[config.mk]
export PLATFORM = sky130hd
export DESIGN_NAME = alu_sequencer
export DESIGN_NICKNAME = d
export VERILOG_FILES = /design/src/rtl/alu_sequencer.sv
export SDC_FILE = /design/constraint.sdc
export NUM_CORES = 1
export LEC_CHECK = 0
export ABC_AREA = 1
export CORE_MARGIN = 1
export CORE_UTILIZATION = 25
export CTS_CLUSTER_SIZE = 12
export DETAILED_ROUTE_END_ITERATION = 16
export HOLD_SLACK_MARGIN = 0.1
export SYNTH_ARGS = -nofsm -noshare
export SYNTH_HDL_FRONTEND = slang
export SYNTH_SLANG_ARGS = --single-unit
[constraint.sdc]
create_clock -name clk -period 2.28 [get_ports clk]
set_input_delay 0.228 -clock clk [delete_from_list [all_inputs] [get_ports clk]]
set_output_delay 0.228 -clock clk [all_outputs]
set_load 0.01 [all_outputs]
[src/rtl/alu_sequencer.sv]
`default_nettype none
// ============================================================================
// alu_sequencer: arbitrates two requesters onto one 32-bit ALU and splits
// rotates into passes of at most 7 bits.              Revision: 1.0
// ============================================================================
module alu_sequencer (
    input  logic        clk,
    input  logic        rst_n,
    input  logic        r0_valid,
    input  logic        r1_valid,
    output logic        r0_ready,
    output logic        r1_ready,
    input  logic [4:0]  r0_sel,
    input  logic [4:0]  r1_sel,
    input  logic [31:0] r0_a,
    input  logic [31:0] r1_a,
    input  logic [31:0] r0_b,
    input  logic [31:0] r1_b,
    output logic        rsp_valid,
    input  logic        rsp_ready,
    output logic        rsp_id,
    output logic [31:0] rsp_data,
    output logic        rsp_zero,
    output logic [31:0] alu_i1,
    output logic [31:0] alu_i2,
    output logic [4:0]  alu_sel,
    input  logic [31:0] alu_o,
    input  logic        alu_zero
);

    typedef enum logic [1:0] {
        S_IDLE = 2'd0,
        S_EXEC = 2'd1,
        S_RESP = 2'd2
    } state_t;

    localparam logic [4:0] C_MAX_STEP = 5'd7;

    state_t      state_q, state_d;
    logic        prio_q, prio_d;
    logic        id_q, id_d;
    logic [4:0]  sel_q, sel_d;
    logic [4:0]  rem_q, rem_d;
    logic [31:0] a_q, a_d;
    logic [31:0] acc_q, acc_d;
    logic        rsp_valid_q, rsp_valid_d;
    logic        rsp_id_q, rsp_id_d;
    logic [31:0] rsp_data_q, rsp_data_d;
    logic        rsp_zero_q, rsp_zero_d;

    logic        w_grant1;
    logic        w_grant_any;
    logic        w_is_rot;
    logic        w_last;
    logic [4:0]  w_step;
    logic [4:0]  w_rem_left;

    // Requester 1 wins when it is alone or when the priority bit names it.
    assign w_grant1    = r1_valid && (!r0_valid || prio_q);
    assign w_grant_any = r0_valid || r1_valid;
    assign r0_ready    = (state_q == S_IDLE) && r0_valid && !w_grant1;
    assign r1_ready    = (state_q == S_IDLE) && w_grant1;

    assign w_is_rot   = (sel_q[4:1] == 4'd0);
    assign w_step     = (rem_q > C_MAX_STEP) ? C_MAX_STEP : rem_q;
    assign w_rem_left = rem_q - w_step;
    assign w_last     = !w_is_rot || (w_rem_left == 5'd0);

    assign rsp_valid = rsp_valid_q;
    assign rsp_id    = rsp_id_q;
    assign rsp_data  = rsp_data_q;
    assign rsp_zero  = rsp_zero_q;

    always_comb begin
        alu_i1  = 32'd0;
        alu_i2  = 32'd0;
        alu_sel = 5'd0;
        if (state_q == S_EXEC) begin
            alu_sel = sel_q;
            alu_i2  = acc_q;
            alu_i1  = w_is_rot ? {27'd0, w_step} : a_q;
        end
    end

    always_comb begin
        state_d     = state_q;
        prio_d      = prio_q;
        id_d        = id_q;
        sel_d       = sel_q;
        rem_d       = rem_q;
        a_d         = a_q;
        acc_d       = acc_q;
        rsp_valid_d = rsp_valid_q;
        rsp_id_d    = rsp_id_q;
        rsp_data_d  = rsp_data_q;
        rsp_zero_d  = rsp_zero_q;
        case (state_q)
            S_IDLE: begin
                if (w_grant_any) begin
                    id_d    = w_grant1;
                    prio_d  = !w_grant1;
                    sel_d   = w_grant1 ? r1_sel : r0_sel;
                    a_d     = w_grant1 ? r1_a : r0_a;
                    acc_d   = w_grant1 ? r1_b : r0_b;
                    rem_d   = w_grant1 ? r1_a[4:0] : r0_a[4:0];
                    state_d = S_EXEC;
                end
            end
            S_EXEC: begin
                // acc carries the partially rotated word between passes
                if (w_is_rot) begin
                    acc_d = alu_o;
                    rem_d = w_rem_left;
                end
                if (w_last) begin
                    rsp_valid_d = 1'b1;
                    rsp_id_d    = id_q;
                    rsp_data_d  = alu_o;
                    rsp_zero_d  = alu_zero;
                    state_d     = S_RESP;
                end
            end
            S_RESP: begin
                if (rsp_ready) begin
                    rsp_valid_d = 1'b0;
                    state_d     = S_IDLE;
                end
            end
            default: state_d = S_IDLE;
        endcase
    end

    always_ff @(posedge clk or negedge rst_n) begin
        if (!rst_n) begin
            state_q     <= S_IDLE;
            prio_q      <= 1'b0;
            id_q        <= 1'b0;
            sel_q       <= 5'd0;
            rem_q       <= 5'd0;
            a_q         <= 32'd0;
            acc_q       <= 32'd0;
            rsp_valid_q <= 1'b0;
            rsp_id_q    <= 1'b0;
            rsp_data_q  <= 32'd0;
            rsp_zero_q  <= 1'b0;
        end else begin
            state_q     <= state_d;
            prio_q      <= prio_d;
            id_q        <= id_d;
            sel_q       <= sel_d;
            rem_q       <= rem_d;
            a_q         <= a_d;
            acc_q       <= acc_d;
            rsp_valid_q <= rsp_valid_d;
            rsp_id_q    <= rsp_id_d;
            rsp_data_q  <= rsp_data_d;
            rsp_zero_q  <= rsp_zero_d;
        end
    end

endmodule
`default_nettype wire

==> impl_metrics.env, run 1 <==
export IMPL_status="completed"
export IMPL_dieWidth_um=155
export IMPL_cts_htree_levels=4
export IMPL_seqPwrFrac_pct=26.4
export IMPL_place_area_mm2=0.00906
export IMPL_grt_remaining_overflow=0
export IMPL_irDropWorstVdd_uv=603
export IMPL_yosys_area_top_type_share_pct=48.2
export IMPL_port_buffers=281
export IMPL_timing_critical_path_required_ps=2050
export IMPL_gp_congestion=0.839
export IMPL_timing_final_crit_share_pct=96.4
export IMPL_maximum_number_of_pins_on_one_net_before_global_route_repair=114
export IMPL_clock_power_share_pct=21.5
export IMPL_finalHoldViolations=0
export IMPL_floorplan_initialDensity_pct=25.7
export IMPL_clock_tree_root_cell="clkbuf_16"
export IMPL_ioPinCount=282
export IMPL_share_comb_of_total_power_pct=52.1
export IMPL_design_die_area_mm2=0.0241
export IMPL_yosysTopAreaCell="dfrtp_1"
export IMPL_clk_latency_worst_skew_pair_ps=410
export IMPL_fin_util_pct=43.7
export IMPL_p_leak_nw=4.99
export IMPL_antenna_found_initial=0
export IMPL_seq_total_area_yosys_pct=48.2
export IMPL_cellPowerDensity_mw_per_mm2=1340
export IMPL_ant_nets=0
export IMPL_number_of_flops_mapped_to_enable_cells_by_yosys=0
export IMPL_number_of_slew_limit_violations_in_the_final_report=0
export IMPL_setup_worst_path_end_class="output pin"
export IMPL_most_used_standard_cell_by_instance_count_after_synthesis="nand2_1"
export IMPL_critical_path_slowest_cell="clkdlybuf4s50_1"
export IMPL_syn_area_per_cell_um2=7.59
export IMPL_net_switching_power_w=0.00526
export IMPL_period_minus_slack_ps=2200
export IMPL_crit_arrival_ps=1970
export IMPL_setup_worst_path_class="reg2out"
export IMPL_yosys_top_cells_area="dfrtp_1 (48%), nand2_1 (15%), nor2_1 (6.3%)"
export IMPL_postLayoutCellArea_mm2=0.00999
export IMPL_slew_headroom_pct=55.6
export IMPL_path_delay_family="buffers and inverters"
export IMPL_synth_cells=772
export IMPL_n_fill_cell=2344
export IMPL_finalWirelength_mm=21.6
export IMPL_routed_via_density=4.52
export IMPL_ys_warnings_count=0
export IMPL_cts_num_sinks=113
export IMPL_mappedNetlistNets=949
export IMPL_crit_buf_inv=3
export IMPL_post_synthesis_instance_area_mm2=0.00586
export IMPL_finalNetCount=1235
export IMPL_post_route_cells_drive_above_1_share_pct=10.5
export IMPL_worst_hold_path_num_cells=3
export IMPL_hpwl_mm=14.1
export IMPL_netlist_cell_type_count=29
export IMPL_clock_fmax_mhz=455
export IMPL_grt_util_all_layers_pct=18.2
export IMPL_synthToLayoutAreaGrowth_pct=70.5
export IMPL_dr_total_vias=6253
export IMPL_fin_setup_tns_ps=0
export IMPL_r2r_cells=12
export IMPL_switching_share_pct=39.3
export IMPL_detailedPlace_worstSlack_ps=168
export IMPL_drt_drc_violations_left=0
export IMPL_yosys_top_cells_count="nand2_1 (233), dfrtp_1 (113), nor2_1 (99), nand3_1 (71), inv_1 (51)"
export IMPL_fin_skew_ps=7.45
export IMPL_hp_class="in2reg"
export IMPL_first_pass_iters=7
export IMPL_drt_wirelength_per_cell_um=15.6
export IMPL_clock_path_buffers=2
export IMPL_grt_pass1_vias=6058
export IMPL_cts_inserted_buffers=17
export IMPL_core_mm2=0.0228
export IMPL_cp_num_cells=6
export IMPL_cp_max_stage_delay_ps=550
export IMPL_timing_critical_path_cells="inv_1 > nor2_4 > buf_12 > nand2_1 > nor2_1 > clkdlybuf4s50_1"
export IMPL_final_setup_worst_slack_ps=83.1
export IMPL_yosys_register_bits=113
export IMPL_maxCapViolCount=0
export IMPL_first_iter_violations=306
export IMPL_synth_async_sr_flop_share_pct=100
export IMPL_internal_power_w=0.00812
export IMPL_clk_pin_slew_worst_paths_ps=60
export IMPL_critical_path_max_fanout=23
export IMPL_setup_worst_path_start_class="register"
export IMPL_cts_tree="yes"
export IMPL_first_pass_grt_wire_length_mm=33.6
export IMPL_die_h_um=155
export IMPL_placementRows=55
export IMPL_setup_viol=0
export IMPL_ys_dominant_reg_cell="dfrtp_1"
export IMPL_worst_margin_slew_ps=666
export IMPL_rsz0062_at_grt="yes"
cells by family after synthesis:
group / Yosys count / share of synthesized area, %
AND/OR/NAND/NOR: 440 / 31.3
flip-flops: 113 / 48.2
multiplexers: 2 / 0.342
buffers and inverters: 108 / 8.00
AO/OA/AOI/OAI: 108 / 11.9
adder cells (fa/ha/maj): 1 / 0.213
stage by stage:
step / hold slack (ps) / instances / power [W]
after CTS: 334 / 1380 / 0.0136
after global routing: 365 / 1383 / 0.0144
after detailed placement: 374 / 1333 / 0.0102
after global placement: 372 / 1333 / 0.0102
after floorplan: -67.6 / 772 / 0.00717
final: 362 / 1384 / 0.0134
repair_timing:
| action | 4_1_cts | 5_1_grt |
|---|---|---|
| resized for setup | 50 | 28 |
| hold buffers | 1 | 0 |
| buffers inserted | 11 | 3 |
| endpoints found under the setup margin | 69 | 27 |
| hold endpoints to repair | 113 | 0 |
| gates cloned | 4 | 0 |
| pin swaps | 1 | 1 |
final timing paths:
kind | startpoint | end | slack, ps
max in group asynchronous | rst_n | a_q[2] | 1320
hold reg to reg | rsp_data[4] | rsp_data[4] | 470
setup / recovery | state_q[0] | alu_i1[28] | 80
hold / removal | r0_sel[3] | sel_q[3] | 360
min in group asynchronous | rst_n | a_q[21] | 440
setup reg to reg | rem_q[4] | rsp_data[19] | 270
layout by cell type (no fill, tap or decap), types with 5 or more instances in the layout:
| master | n |
|---|---|
| clkdlybuf4s50_1 | 215 |
| dfrtp_1 | 113 |
| o21ai_0 | 25 |
| buf_4 | 25 |
| o211ai_1 | 33 |
| dlygate4sd2_1 | 39 |
| nand3_1 | 71 |
| nor2_1 | 98 |
| clkbuf_16 | 17 |
| or2_2 | 26 |
| buf_12 | 7 |
| nand2_1 | 232 |
| dlymetal6s2s_1 | 24 |
| inv_1 | 49 |
| nor3_1 | 5 |
| o22ai_1 | 8 |
| a31oi_1 | 27 |
worst min-delay path, stage by stage:
cell	delay, ps
clkdlybuf4s50_1	400
nand2_1	60
nand2_1	40
per-layer routing:
metal	part of all wire (%)	wire length, um	up-vias	GRT usage [%]
met5	0	0	-	0
met4	2.2	474	0	7.17
met3	8.1	1760	26	5.91
met2	47	10100	230	30.1
met1	43	9320	2909	22.0
li1	-	-	3088	-
flip-flops by register name, indices dropped and copies added, names as in the netlist:
signal     cells
a_q           32
rsp_id         1
rsp_valid      1
rem_q          5
id_q           1
acc_q         32
sel_q          5
prio_q         1
rsp_data      32
rsp_zero       1
state_q        2
power by group through the flow:
stage          Combinational, W  Sequential (W)  Clock (W)
2_1_floorplan           0.00359         0.00358          0
3_3_place_gp            0.00662         0.00354          0
3_5_place_dp            0.00667         0.00355          0
4_1_cts                 0.00708         0.00353    0.00295
5_1_grt                 0.00772         0.00365    0.00304
6_report                0.00697         0.00353    0.00288
area by class of cell:
cell class                 instances  area [um^2]  area share (%)
clock buffer                      21          470            4.71
timing repair buffer             320         3330            33.3
clock inverter                    10          158            1.58
sequential                       113         2830            28.3
antenna                            1         2.50          0.0250
inverter                          55          214            2.14
tap                              313          392            3.92
multi-input combinational        551         2600            26.0
Note: power is estimated with default switching activity, not from simulation.
==> inputs of run 2 (changes only) <==
SKIP_LAST_GASP = 1   (was not set)
==> impl_metrics.env, run 2 (synthesis results as in run 1) <==
export IMPL_status="completed"
export IMPL_period_minus_slack_ps=2230
export IMPL_maxCapViolCount=0
export IMPL_fin_skew_ps=8.23
export IMPL_slew_headroom_pct=55.2
export IMPL_hp_class="in2reg"
export IMPL_post_route_cells_drive_above_1_share_pct=10.5
export IMPL_grt_remaining_overflow=0
export IMPL_switching_share_pct=39.2
export IMPL_port_buffers=281
export IMPL_share_comb_of_total_power_pct=52.4
export IMPL_cellPowerDensity_mw_per_mm2=1340
export IMPL_layout_commonest_cell="nand2_1"
export IMPL_clock_tree_root_cell="clkbuf_16"
export IMPL_dp_cells=1333
export IMPL_hpwl_mm=14.1
export IMPL_finalNetCount=1237
export IMPL_clock_path_buffers=2
export IMPL_setup_worst_path_class="reg2out"
export IMPL_cts_htree_levels=4
export IMPL_first_pass_iters=6
export IMPL_num_antenna_cells=0
export IMPL_hold_worst_slack_ps=362
export IMPL_dieWidth_um=155
export IMPL_clk_latency_worst_skew_pair_ps=410
export IMPL_die_h_um=155
export IMPL_critical_path_max_fanout=23
export IMPL_core_mm2=0.0228
export IMPL_setup_worst_path_end_class="output pin"
export IMPL_rsz0062_at_grt="yes"
export IMPL_irDropWorstVdd_uv=643
export IMPL_number_of_slew_limit_violations_in_the_final_report=0
export IMPL_ff2ff_setup_slack_ps=270
export IMPL_first_pass_grt_wire_length_mm=33.6
export IMPL_design_die_area_mm2=0.0241
export IMPL_p_leak_nw=4.83
export IMPL_clock_power_share_pct=21.4
export IMPL_cts_num_sinks=113
export IMPL_clk_pin_slew_worst_paths_ps=50
export IMPL_setup_viol=0
export IMPL_floorplan_initialDensity_pct=25.7
export IMPL_crit_arrival_ps=2000
export IMPL_setup_worst_path_start_class="register"
export IMPL_cts_inserted_buffers=17
export IMPL_grt_util_all_layers_pct=18.2
export IMPL_place_area_mm2=0.00906
export IMPL_finalHoldViolations=0
export IMPL_highest_count_cells_in_the_layout_ignoring_fill_and_taps="nand2_1 (232), clkdlybuf4s50_1 (228), dfrtp_1 (113)"
export IMPL_finalWirelength_mm=21.7
export IMPL_net_switching_power_w=0.00526
export IMPL_grt_pass1_vias=6058
export IMPL_final_cell_count_no_fill=1385
export IMPL_postLayoutCellArea_mm2=0.00999
export IMPL_multiInputGateArea_mm2=0.00260
export IMPL_internal_power_w=0.00817
export IMPL_clock_fmax_mhz=449
export IMPL_synthToLayoutAreaGrowth_pct=70.4
export IMPL_first_iter_violations=284
export IMPL_n_fill_cell=2346
export IMPL_worst_margin_slew_ps=672
export IMPL_gp_congestion=0.839
export IMPL_timing_final_crit_share_pct=97.8
export IMPL_drt_wirelength_per_cell_um=15.6
export IMPL_dr_total_vias=6257
export IMPL_antenna_found_initial=0
export IMPL_seqPwrFrac_pct=26.3
export IMPL_ioPinCount=282
export IMPL_maximum_number_of_pins_on_one_net_before_global_route_repair=114
export IMPL_timing_critical_path_required_ps=2050
export IMPL_ant_nets=0
export IMPL_cts_tree="yes"
export IMPL_placementRows=55
export IMPL_seqCellArea_mm2=0.00283
export IMPL_routed_via_density=4.52
export IMPL_drt_drc_violations_left=0
[run 2: cell type report]
type | count | area share (%)
sequential | 113 | 28.3
tap | 313 | 3.92
clock buffer | 21 | 4.71
timing repair buffer | 322 | 33.3
multi-input combinational | 551 | 26.0
inverter | 55 | 2.14
clock inverter | 10 | 1.58
[run 2: metrics by stage]
| step | utilization [%] | TNS, ps | setup slack (ps) | total power (W) |
|---|---|---|---|---|
| 2_1_floorplan | - | 0 | 512 | 0.00717 |
| 3_3_place_gp | 39.6 | 0 | 167 | 0.0102 |
| 3_5_place_dp | 39.6 | 0 | 168 | 0.0102 |
| 4_1_cts | 43.3 | -174 | -72.3 | 0.0136 |
| 5_1_grt | 43.7 | -317 | -76.1 | 0.0145 |
| 6_report | 43.7 | 0 | 50.8 | 0.0134 |
[run 2: what timing repair did]
action	in CTS	in global routing
gates cloned	4	0
endpoints found under the setup margin	69	30
setup buffers	11	5
hold endpoints to repair	113	0
gates resized for setup	47	17
hold buffers	1	0
pin swaps	1	1
[run 2: per-layer routing]
| metal | wire (um) | track usage, % |
|---|---|---|
| met3 | 1770 | 5.91 |
| met4 | 463 | 7.17 |
| met1 | 9340 | 22.0 |
| met2 | 10100 | 30.1 |
| met5 | 0 | 0 |
[run 2: power groups by stage]
stage	combinational [W]	sequential (W)	clock [W]
4_1_cts	0.00709	0.00353	0.00295
5_1_grt	0.00780	0.00365	0.00304
2_1_floorplan	0.00359	0.00358	0
3_5_place_dp	0.00667	0.00355	0
3_3_place_gp	0.00662	0.00354	0
6_report	0.00703	0.00353	0.00287
[run 2: path summary, 6_finish.rpt]
kind / from / to / depth (start not counted)
hold / removal: r0_sel[3] / sel_q[3] / 3
setup / recovery: state_q[0] / alu_i1[15] / 6
min in group asynchronous: rst_n / a_q[21] / 3
max in group asynchronous: rst_n / a_q[2] / 3
setup reg to reg: rem_q[4] / rsp_data[19] / 12
hold reg to reg: rsp_data[4] / rsp_data[4] / 2
[run 2: critical path: stages, from the launching register on]
cell and delay, ps:
dfrtp_1 350, inv_1 90, nor2_4 190, buf_12 200, nand2_1 90, nor2_1 120
clkdlybuf4s50_1 550
